**src/rtl/serial_nibble_adder_pkg.sv**
```systemverilog
// Shared types and constants for the serial nibble adder.
package serial_nibble_adder_pkg;

    // Width of one adder slice; the datapath streams this many bits per cycle.
    localparam int NIBBLE_W = 4;

    typedef enum logic [1:0] {
        IDLE = 2'd0,
        RUN  = 2'd1,
        DONE = 2'd2
    } state_t;

    // Width of the nibble index counter; never narrower than one bit.
    function automatic int idx_width(input int nibbles);
        return (nibbles > 1) ? $clog2(nibbles) : 1;
    endfunction

endpackage

```
**src/rtl/serial_nibble_adder_rca.sv**
```systemverilog
// 4-bit ripple-carry adder slice used as the nibble datapath.
module RCA_4bit (
    input  logic [3:0] a,
    input  logic [3:0] b,
    input  logic       cin,
    output logic [3:0] sum,
    output logic       cout
);

    logic [4:0] carry;

    assign carry[0] = cin;

    // One full adder per bit, carry rippling upward.
    generate
        for (genvar gi = 0; gi < 4; gi++) begin : g_fa
            assign sum[gi]     = a[gi] ^ b[gi] ^ carry[gi];
            assign carry[gi+1] = (a[gi] & b[gi]) | (carry[gi] & (a[gi] ^ b[gi]));
        end
    endgenerate

    assign cout = carry[4];

endmodule

```
**src/rtl/serial_nibble_adder.sv**
```systemverilog
// Multi-cycle WIDTH-bit adder: one nibble per cycle through a single 4-bit
// ripple-carry slice, LSB nibble first, carry held in a register between nibbles.
module serial_nibble_adder
    import serial_nibble_adder_pkg::*;
#(
    parameter int WIDTH = 16
) (
    input  logic             clk,
    input  logic             rst,
    input  logic             in_valid,
    output logic             in_ready,
    input  logic [WIDTH-1:0] a,
    input  logic [WIDTH-1:0] b,
    input  logic             cin,
    output logic             out_valid,
    input  logic             out_ready,
    output logic [WIDTH-1:0] sum,
    output logic             cout,
    output logic             ovf,
    output logic             busy
);

    localparam int NIBBLES = WIDTH / NIBBLE_W;
    localparam int IDX_W   = idx_width(NIBBLES);
    localparam logic [IDX_W-1:0] LAST_IDX = IDX_W'(NIBBLES - 1);

    state_t           state_reg;
    state_t           state_next;
    logic [IDX_W-1:0] idx_reg;
    logic [WIDTH-1:0] a_reg;
    logic [WIDTH-1:0] b_reg;
    logic [WIDTH-1:0] sum_reg;
    logic             carry_reg;
    logic             cout_reg;
    logic             ovf_reg;

    logic [IDX_W+1:0]    bit_base;
    logic [NIBBLE_W-1:0] nib_a;
    logic [NIBBLE_W-1:0] nib_b;
    logic [NIBBLE_W-1:0] nib_sum;
    logic                nib_cout;
    logic                accept;
    logic                last_nibble;

    // Bit offset of the current nibble (idx * 4, as a shift).
    assign bit_base    = {idx_reg, 2'b00};
    assign nib_a       = a_reg[bit_base +: NIBBLE_W];
    assign nib_b       = b_reg[bit_base +: NIBBLE_W];
    assign accept      = in_valid & in_ready;
    assign last_nibble = (idx_reg == LAST_IDX);

    RCA_4bit u_rca (
        .a    (nib_a),
        .b    (nib_b),
        .cin  (carry_reg),
        .sum  (nib_sum),
        .cout (nib_cout)
    );

    // State register.
    always_ff @(posedge clk) begin
        if (rst) begin
            state_reg <= IDLE;
        end else begin
            state_reg <= state_next;
        end
    end

    // Next-state logic: accept -> RUN for NIBBLES cycles -> DONE until consumed.
    always_comb begin
        state_next = state_reg;
        unique case (state_reg)
            IDLE:    if (accept)      state_next = RUN;
            RUN:     if (last_nibble) state_next = DONE;
            DONE:    if (out_ready)   state_next = IDLE;
            default:                  state_next = IDLE;
        endcase
    end

    // Handshake outputs decoded from state; in_ready is held low during reset.
    always_comb begin
        in_ready  = (state_reg == IDLE) & ~rst;
        busy      = (state_reg != IDLE);
        out_valid = (state_reg == DONE);
    end

    // Datapath: capture operands, then write one sum nibble per RUN cycle.
    always_ff @(posedge clk) begin
        if (rst) begin
            idx_reg   <= '0;
            a_reg     <= '0;
            b_reg     <= '0;
            sum_reg   <= '0;
            carry_reg <= 1'b0;
            cout_reg  <= 1'b0;
            ovf_reg   <= 1'b0;
        end else begin
            unique case (state_reg)
                IDLE: begin
                    if (accept) begin
                        a_reg     <= a;
                        b_reg     <= b;
                        carry_reg <= cin;
                        idx_reg   <= '0;
                    end
                end
                RUN: begin
                    sum_reg[bit_base +: NIBBLE_W] <= nib_sum;
                    carry_reg                     <= nib_cout;
                    if (last_nibble) begin
                        // Index parks at 0 so it never points past the operands.
                        idx_reg  <= '0;
                        cout_reg <= nib_cout;
                        ovf_reg  <= (a_reg[WIDTH-1] == b_reg[WIDTH-1]) &&
                                    (nib_sum[NIBBLE_W-1] != a_reg[WIDTH-1]);
                    end else begin
                        idx_reg <= idx_reg + 1'b1;
                    end
                end
                default: begin
                    // DONE: results held until the consumer takes them.
                end
            endcase
        end
    end

    assign sum  = sum_reg;
    assign cout = cout_reg;
    assign ovf  = ovf_reg;

endmodule
```
**config.mk**
```make
export PLATFORM = sky130hd
export DESIGN_NAME = serial_nibble_adder
export DESIGN_NICKNAME = d
export VERILOG_FILES = /design/src/rtl/serial_nibble_adder_pkg.sv /design/src/rtl/serial_nibble_adder_rca.sv /design/src/rtl/serial_nibble_adder.sv
export SDC_FILE = /design/constraint.sdc
export NUM_CORES = 1
export LEC_CHECK = 0
export ABC_AREA = 1
export CORE_MARGIN = 2
export CORE_UTILIZATION = 45
export CTS_CLUSTER_SIZE = 16
export DETAILED_ROUTE_END_ITERATION = 8
export PLACE_DENSITY = 0.73
export SLEW_MARGIN = 40
export SYNTH_ARGS = -nofsm -noshare
export SYNTH_HDL_FRONTEND = slang
export SYNTH_SLANG_ARGS = --single-unit
export TNS_END_PERCENT = 5
```
**constraint.sdc**
```tcl
create_clock -name clk -period 8.4 [get_ports clk]
set_clock_uncertainty 0.05 [all_clocks]
set_input_delay 1.68 -clock clk [delete_from_list [all_inputs] [get_ports clk]]
set_output_delay 1.68 -clock clk [all_outputs]
set_load 0.1 [all_outputs]
```
# After elaboration in Yosys (flattened, before gate mapping)
# Index checks and enable logic that the tools add are counted.
# classes
add_sub_neg,2
multipliers,0
div_mod_pow,0
order_cmp,0
n_eq_ne,8
n_shift,4
mux,10
n_bitwise,23
n_reduce_logical,8
# ops
operator,count
16-bit by 5-bit indexed part select with 4-bit output,2
16-bit bitwise mux,1
4-bit by 6-bit variable shift with 16-bit output (first input constant),1
4-bit by 6-bit indexed part select with 16-bit output,1
1-bit AND,10
2-bit 2-to-1 mux,5
1-bit XOR,8
4-bit negation with 6-bit output,1
2-bit case mux with 3 select lines,1
2-bit AND reduction,3
2-bit equality test (second input constant),2
2-bit inequality test (second input constant),2
1-bit OR,4
2-bit case mux with 2 select lines,1
2-bit nonzero test,2
3-bit AND reduction,1
2-bit by 1-bit adder with 2-bit output (second input constant),1
2-bit by 1-bit equality test with 1-bit output (second input constant),1
2-bit logical NOT,1
2-bit by 1-bit inequality test with 1-bit output (second input constant),1
1-bit case mux with 2 select lines,1
1-bit equality test,1
1-bit logical AND,1
1-bit 2-to-1 mux,1
other kinds (2),2
# totals
ff_bits,55
latch_bits,0
mem_bits_rw,0
romBits,0
inputBits,37
out_inout_bits,21
wordCells,63
n_memories,0

# Logic depth before layout (Yosys ltp)
# Gate-level depths: netlist (run 1).
# depth
ltp_word,11
ltp_mapped,16

# By module
# From an unflattened synthesis (run 1), not the netlist that was laid out.
# unflattened
hier_cells,348
area_unflattened_um2,2534.9
# modules_own_cells
module,instances,cells_each,area_each_um2,seq_area_each_um2
serial_nibble_adder,1,334,2417.3,1101.1
RCA_4bit,1,14,117.6,0.0

# Worst setup path after synthesis (run 1)
# No wires, ideal clock.
# synth_path
kind,input -> output
start,in rst
end,out in_ready
t_arrival_ns,2.317
path_slack_ns,4.353
path_stages,2
path_cell_list,nor2_4 -> buf_2
# synth_via
elab_chain_len,2
# synth_rtl
item,line_no,text
start: declaration,serial_nibble_adder.sv:9,"input logic rst,"
1-bit inverter,serial_nibble_adder.sv:82,in_ready = (state_reg == IDLE) & ~rst;
1-bit AND,serial_nibble_adder.sv:82,
end: declaration,serial_nibble_adder.sv:11,"output logic in_ready,"
# Every way passes these cells.

# Worst setup path after layout (run 1)
# Ends and elaborated chain as after synthesis.

==> PnR_summary.wiki, run 1 <==
{| class="wikitable"
! Metric !! Value
|-
| TNS Setup || 0 ns
|-
| Max Fclk || about 0.19 GHz
|-
| Sinks on Clock Net || 55
|-
| Critical Path AT || between 3 and 4 ns
|-
| Final worst-path setup slack || approximately 3.1 ns
|-
| Total chip power || around 0.55 mW
|-
| I/O pins || 58
|-
| VDD IR max || between 0.1 and 0.15 mV
|-
| Library cell with the largest summed area after synthesis || sky130_fd_sc_hd__dfxtp_1
|-
| Commonest non-fill, non-tap cell in the layout || sky130_fd_sc_hd__nand3_1
|-
| Hpwl dp || 4.00 mm
|-
| Global-route wire length before repair || 9.69 mm
|-
| Share of the synthesized area in the top cell type || between 40 and 50%
|-
| Path category of the worst min-delay check || reg -> reg
|-
| Transition time at the pin with the least slew margin || 0.763 ns
|-
| Maximum number of pins on one net before global-route repair || 44
|-
| Most area-consuming cells after synthesis || sky130_fd_sc_hd__dfxtp_1 44%, sky130_fd_sc_hd__nand3_1 15%, sky130_fd_sc_hd__nand2_1 8.9%
|-
| Period Utilization, post-route || 63.6%
|-
| CTS-repair resized insts || 0
|-
| Wirelength per Cell || ~13 um
|-
| Synthesis-to-layout area growth || 21.7%
|-
| Final setup vio count || 0
|-
| Die span in x || 78.9 um
|-
| Synthesis Warnings || 0
|-
| Clock period minus worst slack || approximately 5.3 ns
|-
| CTS tree || built
|-
| Source of the worst register-to-register timing path || idx_reg[0]
|-
| CTS HTree Levels || 2
|-
| Number of buffers created by CTS || 5
|-
| Root cell of the clock tree || sky130_fd_sc_hd__clkbuf_8
|-
| Residual overflow from global routing || 0
|-
| Number of rows created at floorplan || 27
|-
| Gate count after technology mapping || 340
|-
| Highest-count cells in the layout ignoring fill and taps || 74 x sky130_fd_sc_hd__nand3_1, 60 x sky130_fd_sc_hd__nand2_1, 55 x sky130_fd_sc_hd__dfxtp_1, 36 x sky130_fd_sc_hd__clkdlybuf4s50_1, 29 x sky130_fd_sc_hd__nor2_1
|-
| Share of layout cells above drive strength 1 || under 10%
|-
| Number of nets in the layout || 430
|-
| Post-synthesis net count || between 300 and 400
|-
| Number of unique standard cell types used by synthesis || 22
|-
| Fraction of the core area covered by cells at the end of the flow || between 50% and 60%
|-
| Worst Min Path Start || sum[13]
|-
| Std-Cell Core Area || about 5500 um^2
|-
| Via count of the routed design || about 2,400
|-
| Postcts setup bufs || 0
|-
| Unrepaired setup endpoints after global routing || false
|-
| Syn Std Cell Area || between 2000 and 3000 um^2
|-
| Vias per inst || 5.16
|-
| Crit Path Class || in -> out
|-
| Full die area || between 6000 and 7000 um^2
|-
| Pleak || about 1.4 nW
|-
| MaxCap Viol Count || 0
|-
| Maximum clock insertion buffer count || 2
|-
| Final Slew Violations || 0
|-
| Overall Global Routing Usage || 19.5%
|-
| Power density over the cells || approximately 180 nW/um^2
|-
| Syn avg cell area || about 7.4 um^2
|-
| Data required time at the worst endpoint || about 6.7 ns
|-
| Diode count || 0
|-
| Vertical extent of the die || around 79 um
|-
| Number of antenna violations at the first check in global routing || 0
|-
| CP Launch Type || primary input
|-
| #FFs+latches synth || 55
|-
| Worst Path Max Fanout || 33
|-
| Number of global-route vias before repair || around 2,200
|-
| Worst slack at placement || around 3.0 ns
|-
| ANT nets after route || 0
|-
| Final hold vios || 0
|-
| First-pass DRT Iterations || 4
|-
| First-iteration detailed-routing DRC count || 103
|-
| Slew Limit Headroom || around half
|-
| Effective utilization at floorplan || between 40 and 50%
|-
| DRC Markers || 0
|-
| Max stage delay cell, worst path || sky130_fd_sc_hd__clkdlybuf4s50_1
|-
| Count of input and output buffers || 57
|-
| Cell family contributing the most delay on the critical path || buffers and inverters
|-
| Result of the run || finished, final reports clean
|-
| Placer congestion estimate || 0.803
|-
| Buf+Inv Stages, Crit Path || 2
|-
| CP cell instances || clkdlybuf4s50_1, nor2_4, buf_2
|-
| Clock slew at the register clock pins of the worst setup and hold paths || ~0.090 ns
|-
| Slowest Stage Delay on Critical Path || 0.71 ns
|-
| CP startpoint || rst
|-
| Seq/Total Area, Yosys || between 40% and 50%
|-
| Total length of routed wires || about 5.7 mm
|-
| Endpoint kind of the worst setup timing path || output port
|-
| Hold buffers post-CTS || 0
|-
| Source-to-sink clock delay at the later pin of the worst-skew pair || between 0.3 and 0.4 ns
|}
## cells in the mapped netlist
| master | n |
|---|---|
| sky130_fd_sc_hd__fa_1 | 4 |
| sky130_fd_sc_hd__o22a_1 | 4 |
| sky130_fd_sc_hd__nor2_4 | 1 |
| sky130_fd_sc_hd__ha_1 | 6 |
| sky130_fd_sc_hd__buf_4 | 3 |
| sky130_fd_sc_hd__nand3b_1 | 2 |
| sky130_fd_sc_hd__nand2_2 | 1 |
| sky130_fd_sc_hd__nand3_2 | 1 |
| sky130_fd_sc_hd__nor3_1 | 6 |
| sky130_fd_sc_hd__a21oi_1 | 22 |
| sky130_fd_sc_hd__o21ai_0 | 25 |
| sky130_fd_sc_hd__clkbuf_1 | 13 |
| sky130_fd_sc_hd__nor2_2 | 3 |
| sky130_fd_sc_hd__inv_2 | 1 |
| sky130_fd_sc_hd__nand3_1 | 74 |
| sky130_fd_sc_hd__buf_2 | 3 |
| sky130_fd_sc_hd__dfxtp_1 | 55 |
| sky130_fd_sc_hd__nand2_1 | 60 |
| sky130_fd_sc_hd__o22ai_1 | 4 |
| sky130_fd_sc_hd__nor2_1 | 29 |
| sky130_fd_sc_hd__buf_1 | 3 |
| sky130_fd_sc_hd__inv_1 | 20 |
## tightest hold or removal path, stage by stage (launching register included)
cell	delay [ns]
sky130_fd_sc_hd__dfxtp_1	0.32
sky130_fd_sc_hd__nand2_1	0.06
sky130_fd_sc_hd__a21oi_1	0.05
## through the flow
step | instance area [um^2] | hold slack, ns | std cells
final | 3070 | 0.417 | 456
after CTS | 3070 | 0.419 | 456
after global routing | 3070 | 0.434 | 456
after detailed placement | 2990 | 0.404 | 448
after floorplan | 2520 | 0.394 | 340
after global placement | 3090 | 0.403 | 448
## cell families (layout without fill, tap and decap cells)
group / Yosys count / in the layout / synth area share, %
compound gates: 55 / 55 / 11.7
fa+ha+maj: 10 / 10 / 6.15
buf+inv: 43 / 87 / 6.99
simple gates: 177 / 177 / 31.5
flops: 55 / 55 / 43.6
## report_power, final
group	switching (mW)	total (mW)	internal [mW]
Sequential	0.0113	0.287	0.276
Clock	0.0818	0.141	0.0587
Combinational	0.0787	0.124	0.0448
Total	0.172	0.551	0.380
## per-layer routing
| layer | up-vias | track usage (%) | wire length [um] |
|---|---|---|---|
| met4 | 0 | 8.62 | 130 |
| met1 | 1082 | 23.4 | 2570 |
| met3 | 10 | 3.41 | 225 |
| met5 | - | 0 | 0 |
| met2 | 48 | 34.1 | 2770 |
| li1 | 1211 | - | - |
## cell type report
cell class | count | area [um^2]
sequential | 55 | 1100
inverter | 21 | 78.8
clock buffer | 7 | 76.3
tap | 72 | 90.1
multi-input combinational | 242 | 1250
timing repair buffer | 58 | 473
fill | 559 | 2400
clock inverter | 1 | 5.00
## worst paths after layout
kind / to / slack, ns / cells past startpoint
max: in_ready / 3.05 / 3
min: sum[13] / 0.42 / 2
max reg2reg: sum[7] / 4.46 / 14
min reg2reg: sum[13] / 0.42 / 2
Note: power is estimated with default switching activity, not from simulation.
==> run 2, diff against run 1 <==
==> constraint.sdc (replaced) <==
create_clock -name clk -period 5.5 [get_ports clk]
set_clock_uncertainty 0.05 [all_clocks]
set_input_delay 1.1 -clock clk [delete_from_list [all_inputs] [get_ports clk]]
set_output_delay 1.1 -clock clk [all_outputs]
set_load 0.1 [all_outputs]
==> run 2 against run 1 <==
Sequential power increased by 52%. Via count decreased by 0.47%. Die area unchanged. Global-route usage decreased by 0.74 points.
==> PnR_summary.wiki, run 2 (synthesis results as in run 1) <==
{| class="wikitable"
! Metric !! Value
|-
| Count of input and output buffers || 57 (unchanged)
|-
| Number of rows created at floorplan || 27 (unchanged)
|-
| Number of buffers created by CTS || 5 (unchanged)
|-
| Number of nets in the layout || 431 (+0.23%)
|-
| Global-route wire length before repair || 9.33 mm (-3.8%)
|-
| Postcts setup bufs || 0 (unchanged)
|-
| Data required time at the worst endpoint || 4.35 ns (-2.32 ns)
|-
| TNS Setup || 0 ns (unchanged)
|-
| VDD IR max || 0.113 mV (+12%)
|-
| Path category of the worst min-delay check || reg -> reg
|-
| Gr busiest metal || met2
|-
| Wirelength per Cell || 12.3 um (-1.7%)
|-
| Met1 GRT Util || 22.9% (-0.45 points)
|-
| Root cell of the clock tree || sky130_fd_sc_hd__clkbuf_8
|-
| Power density over the cells || 273 nW/um^2 (+52%)
|-
| Highest-count cells in the layout ignoring fill and taps || 74 x sky130_fd_sc_hd__nand3_1, 60 x sky130_fd_sc_hd__nand2_1, 55 x sky130_fd_sc_hd__dfxtp_1, 36 x sky130_fd_sc_hd__clkdlybuf4s50_1, 29 x sky130_fd_sc_hd__nor2_1
|-
| Sinks on Clock Net || 55 (unchanged)
|-
| MaxCap Viol Count || 0 (unchanged)
|-
| Met2 track demand over resource in global routing || 32.6% (-1.5 points)
|-
| DRC Markers || 0 (unchanged)
|-
| Placer congestion estimate || 0.764 (-4.9%)
|-
| Share of layout cells above drive strength 1 || 9.35% (+0.24 points)
|-
| ANT nets after route || 0 (unchanged)
|-
| Worst Path Max Fanout || 33 (unchanged)
|-
| Final Slew Violations || 0 (unchanged)
|-
| Crit Path Class || in -> out
|-
| CP Launch Type || primary input
|-
| CTS HTree Levels || 2 (unchanged)
|-
| Clock slew at the register clock pins of the worst setup and hold paths || 0.09 ns (about the same)
|-
| Global routing met3 resource utilization || 4.09% (+0.68 points)
|-
| Residual overflow from global routing || 0 (unchanged)
|-
| Maximum clock insertion buffer count || 2 (unchanged)
|-
| Commonest non-fill, non-tap cell in the layout || sky130_fd_sc_hd__nand3_1
|-
| Post-Layout Cell Count || 457 (+0.22%)
|-
| Result of the run || finished, final reports clean
|-
| Max Fclk || between 0.2 and 0.25 GHz
|-
| Full die area || 6220 um^2 (unchanged)
|-
| Die span in x || 78.9 um (unchanged)
|-
| Hpwl dp || 3.92 mm (-1.9%)
|-
| Pleak || 1.37 nW (+0.44%)
|-
| Number of global-route vias before repair || 2,095 (-5.0%)
|-
| Vias per inst || 5.12 (-0.69%)
|-
| Total length of routed wires || 5.62 mm (-1.5%)
|-
| Transition time at the pin with the least slew margin || 0.710 ns (-0.0522 ns)
|-
| First-pass DRT Iterations || 4 (unchanged)
|-
| Period Utilization, post-route || between 70% and 80%
|-
| Vertical extent of the die || 78.9 um (unchanged)
|-
| First-iteration detailed-routing DRC count || 119 (+16%)
|-
| I/O pins || 58 (unchanged)
|-
| Via count of the routed design || 2,340 (-0.47%)
|-
| Std-Cell Core Area || 5470 um^2 (unchanged)
|-
| Source-to-sink clock delay at the later pin of the worst-skew pair || 0.31 ns (about the same)
|-
| CTS tree || built
|-
| Maximum number of pins on one net before global-route repair || 44 (unchanged)
|-
| Synthesis-to-layout area growth || 22.1%
|-
| Endpoint kind of the worst setup timing path || output port
|-
| Effective utilization at floorplan || 46.1% (unchanged)
|-
| Clock period minus worst slack || 4.05 ns
|-
| Hold buffers post-CTS || 0 (unchanged)
|-
| Final setup vio count || 0 (unchanged)
|-
| Critical Path AT || 2.90 ns (-0.72 ns)
|-
| CTS-repair resized insts || 0 (unchanged)
|-
| Number of antenna violations at the first check in global routing || 0 (unchanged)
|-
| Final hold vios || 0 (unchanged)
|-
| Slew Limit Headroom || 52.6% (+3.5 points)
|-
| Diode count || 0 (unchanged)
|-
| Unrepaired setup endpoints after global routing || false
|-
| Fraction of the core area covered by cells at the end of the flow || 56.3% (+0.18 points)
|-
| Placed cell count || 449 (+0.22%)
|-
| Overall Global Routing Usage || 18.7% (-0.74 points)
|}
run 2: worst max-delay path: stages:
cell,delay (ns)
sky130_fd_sc_hd__clkdlybuf4s50_1,0.70
sky130_fd_sc_hd__nor2_4,0.68
sky130_fd_sc_hd__buf_4,0.41
run 2: per-layer routing:
layer | vias up | part of all wire [%]
met1 | 1072 | 46
met5 | - | 0
met4 | 0 | 1.4
met2 | 41 | 49
met3 | 9 | 4.0
li1 | 1218 | -
run 2: path summary, 6_finish.rpt:
kind / start / endpoint / slack [ns] / cells past startpoint
worst max-delay path: rst / in_ready / 1.45 / 3
worst min-delay path: sum[15] / sum[15] / 0.41 / 2
worst max register to register: idx_reg[0] / sum[15] / 2.18 / 14
worst min register to register: sum[15] / sum[15] / 0.41 / 2
run 2: cell type report:
type | instances | area [um^2]
clock buffer | 7 | 76.3
clock inverter | 1 | 5.00
fill | 544 | 2390
inverter | 21 | 78.8
multi-input combinational | 242 | 1250
sequential | 55 | 1100
tap | 72 | 90.1
timing repair buffer | 59 | 483
run 2: power by group:
part           leakage (nW)  switching [mW]  total [mW]  internal (mW)
sequential            0.451          0.0138       0.435          0.422
combinational         0.874           0.122       0.192         0.0693
clock                0.0422           0.124       0.213         0.0897
run 2: per-stage QoR:
stage | cell area [um^2] | hold slack (ns) | power, mW | setup slack, ns
after CTS | 3080 | 0.416 | 0.846 | 1.42
final | 3080 | 0.414 | 0.840 | 1.45
after global routing | 3080 | 0.443 | 0.884 | 1.30
after global placement | 3100 | 0.403 | 0.639 | 1.45
after floorplan | 2520 | 0.394 | 0.577 | 2.61
after detailed placement | 3000 | 0.402 | 0.638 | 1.43
==> run 3, diff against run 2 <==
==> constraint.sdc (replaced) <==
create_clock -name clk -period 3.9 [get_ports clk]
set_clock_uncertainty 0.05 [all_clocks]
set_input_delay 0.78 -clock clk [delete_from_list [all_inputs] [get_ports clk]]
set_output_delay 0.78 -clock clk [all_outputs]
set_load 0.1 [all_outputs]
==> run 3 against run 2 <==
Wire length grew 2.6%. Clock-buffer cell count is the same. Sequential power grew 42%. Global-route usage grew 0.53 points. Final area grew 1.1%. Die area is the same. Utilization grew 0.64 points. Worst setup slack lost 0.69 ns. Cell count grew 0.66%. First-iteration DRC count grew 4.2%. Worst hold slack gained 0.0017 ns.
==> PnR_summary.wiki, run 3 (synthesis results as in run 1) <==
{| class="wikitable"
! Metric !! Value
|-
| Diode count || 0 (unchanged)
|-
| Maximum number of pins on one net before global-route repair || 43 (-2.3%)
|-
| Post-detailed-placement cell area || 3030 um^2 (+1.2%)
|-
| Effective utilization at floorplan || 46.1% (unchanged)
|-
| Final Slew Violations || 0 (unchanged)
|-
| Data required time at the worst endpoint || 4.08 ns (-0.27 ns)
|-
| Unrepaired setup endpoints after global routing || false
|-
| Vias per inst || 5.09 (-0.57%)
|-
| CTS tree || built
|-
| Clock period minus worst slack || 3.15 ns
|-
| Fraction of power spent switching nets || 30.5% (-0.38 points)
|-
| TNS Setup || 0 ns (unchanged)
|-
| Clock slew at the register clock pins of the worst setup and hold paths || 0.09 ns (about the same)
|-
| Max stage delay cell, worst path || sky130_fd_sc_hd__dfxtp_1
|-
| Proportion of power drawn by the clock network || 25.0% (-0.4 points)
|-
| Commonest non-fill, non-tap cell in the layout || sky130_fd_sc_hd__nand3_1
|-
| Via count of the routed design || 2,342 (+0.085%)
|-
| Highest-count cells in the layout ignoring fill and taps || 74 x sky130_fd_sc_hd__nand3_1, 60 x sky130_fd_sc_hd__nand2_1, 55 x sky130_fd_sc_hd__dfxtp_1, 36 x sky130_fd_sc_hd__clkdlybuf4s50_1, 29 x sky130_fd_sc_hd__nor2_1
|-
| First-iteration detailed-routing DRC count || 124 (+4.2%)
|-
| Synthesis-to-layout area growth || 23.5%
|-
| Switching power || 0.361 mW (+39%)
|-
| Overall Global Routing Usage || 19.3% (+0.53 points)
|-
| CP Launch Type || flop
|-
| Share of layout cells above drive strength 1 || 10.1% (+0.70 points)
|-
| Fraction of power consumed by sequential logic || 52.1% (+0.3 points)
|-
| Wirelength per Cell || 12.5 um (+1.9%)
|-
| Hold slack final || 0.415 ns (+0.00170 ns)
|-
| Combinational fraction of design power || 22.9% (about the same)
|-
| Placed cell count || 452 (+0.67%)
|-
| Path category of the worst min-delay check || reg -> reg
|-
| Top Metal Used || met4
|-
| Routed length on met3 || 288 um (+28%)
|-
| Pleak || 1.39 nW (+1.3%)
|-
| Number of buffers created by CTS || 5 (unchanged)
|-
| Postcts setup bufs || 0 (unchanged)
|-
| Residual overflow from global routing || 0 (unchanged)
|-
| Crit Path Class || reg -> reg
|-
| Critical Path AT || 3.33 ns (+0.43 ns)
|-
| Period Utilization, post-route || approximately four fifths
|-
| CP cell instances || inv_1, o21ai_0, o22a_1, fa_1, inv_1, fa_1, inv_1, fa_1, inv_1, fa_1, inv_1, nor3_1, nand2_1, a21oi_1
|-
| DRC Markers || 0 (unchanged)
|-
| Placer congestion estimate || 0.923 (+21%)
|-
| Number of global-route vias before repair || 2,197 (+4.9%)
|-
| Most numerous cell on the critical path || sky130_fd_sc_hd__inv_1
|-
| Std-Cell Core Area || 5470 um^2 (unchanged)
|-
| Slowest Stage Delay on Critical Path || 0.56 ns (-0.14 ns)
|-
| Final setup vio count || 0 (unchanged)
|-
| Cell-internal power || 0.822 mW (+42%)
|-
| Endpoint kind of the worst setup timing path || flop
|-
| Count of input and output buffers || 57 (unchanged)
|-
| Full die area || 6220 um^2 (unchanged)
|-
| Slew Limit Headroom || 56.6% (+4.0 points)
|-
| Number of antenna violations at the first check in global routing || 0 (unchanged)
|-
| Final hold vios || 0 (unchanged)
|-
| Sinks on Clock Net || 55 (unchanged)
|-
| Result of the run || finished, final reports clean
|-
| Post-Layout Cell Count || 460 (+0.66%)
|-
| Total length of routed wires || 5.76 mm (+2.6%)
|-
| Global-route wire length before repair || 9.60 mm (+2.9%)
|-
| Die span in x || 78.9 um (unchanged)
|-
| Power density over the cells || 380 nW/um^2 (+39%)
|-
| Source-to-sink clock delay at the later pin of the worst-skew pair || 0.30 ns (about the same)
|-
| Routed met2 length || 2.84 mm (+3.8%)
|-
| Hold buffers post-CTS || 0 (unchanged)
|-
| Number of rows created at floorplan || 27 (unchanged)
|-
| Root cell of the clock tree || sky130_fd_sc_hd__clkbuf_8
|-
| Maximum clock insertion buffer count || 2 (unchanged)
|-
| Summed area of non-filler cells in the final layout || 3120 um^2 (+1.1%)
|-
| First-pass DRT Iterations || 4 (unchanged)
|-
| Transition time at the pin with the least slew margin || 0.650 ns (-0.0604 ns)
|-
| Number of nets in the layout || 434 (+0.70%)
|-
| Total chip power || 1.18 mW (+41%)
|-
| Hpwl dp || 4.31 mm (+10%)
|-
| Vertical extent of the die || 78.9 um (unchanged)
|-
| CTS-repair resized insts || 0 (unchanged)
|-
| VDD IR max || 0.173 mV (+53%)
|-
| I/O pins || 58 (unchanged)
|-
| MaxCap Viol Count || 0 (unchanged)
|-
| Worst Path Max Fanout || 13 (-61%)
|-
| Max Fclk || around 0.32 GHz
|-
| CTS HTree Levels || 2 (unchanged)
|-
| ANT nets after route || 0 (unchanged)
|-
| M1 wire length || 2.60 mm (+0.74%)
|}
==> run 3: cell count changes in the layout (fill, tap and decap cells not counted) <==
| cell | previous run | this run |
|---|---|---|
| sky130_fd_sc_hd__buf_12 | 0 | 1 |
| sky130_fd_sc_hd__buf_4 | 3 | 5 |
==> run 3: layout make-up <==
class / instances / area [um^2]
well taps: 72 / 90.1
multi-input cells: 242 / 1250
clock buffers: 7 / 76.3
repair buffers: 62 / 518
fillers: 547 / 2360
clock inverters: 1 / 5.00
inverters: 21 / 78.8
flip-flops and latches: 55 / 1100
==> run 3: layer usage <==
layer	track usage, %	vias to the layer above
met5	0	-
met4	7.07	0
met3	4.55	4
met2	32.6	62
met1	23.9	1054
li1	-	1222
==> run 3: worst paths after layout <==
| check | from | to | slack, ns | depth (start not counted) |
|---|---|---|---|---|
| max reg2reg | idx_reg[1] | sum[7] | 0.75 | 14 |
| min reg2reg | sum[10] | sum[10] | 0.42 | 2 |
| min | sum[10] | sum[10] | 0.42 | 2 |
| max | idx_reg[1] | sum[7] | 0.75 | 14 |
==> run 3: metrics by stage <==
stage	setup WS, ns	utilization, %
2_1_floorplan	1.01	-
3_3_place_gp	0.914	57.3
3_5_place_dp	0.806	55.4
4_1_cts	0.777	56.9
5_1_grt	0.477	56.9
6_report	0.754	56.9
==> run 3: worst max-delay path: cells and delay by family, from the launching register on <==
family	cells	cell delay, ns
AOI/OAI and AO/OA	3	0.48
adders and majority gates	4	1.18
and+or+nand+nor	2	0.29
DFF	1	0.56
buffers and inverters	5	0.51
==> run 3: power by group through the flow <==
stage               sequential, mW  clock (mW)  combinational, mW
floorplan                    0.657           0              0.157
global placement             0.629           0              0.275
detailed placement           0.629           0              0.273
CTS                          0.616       0.306              0.273
global route                 0.621       0.325              0.300
finish                       0.617       0.296              0.271
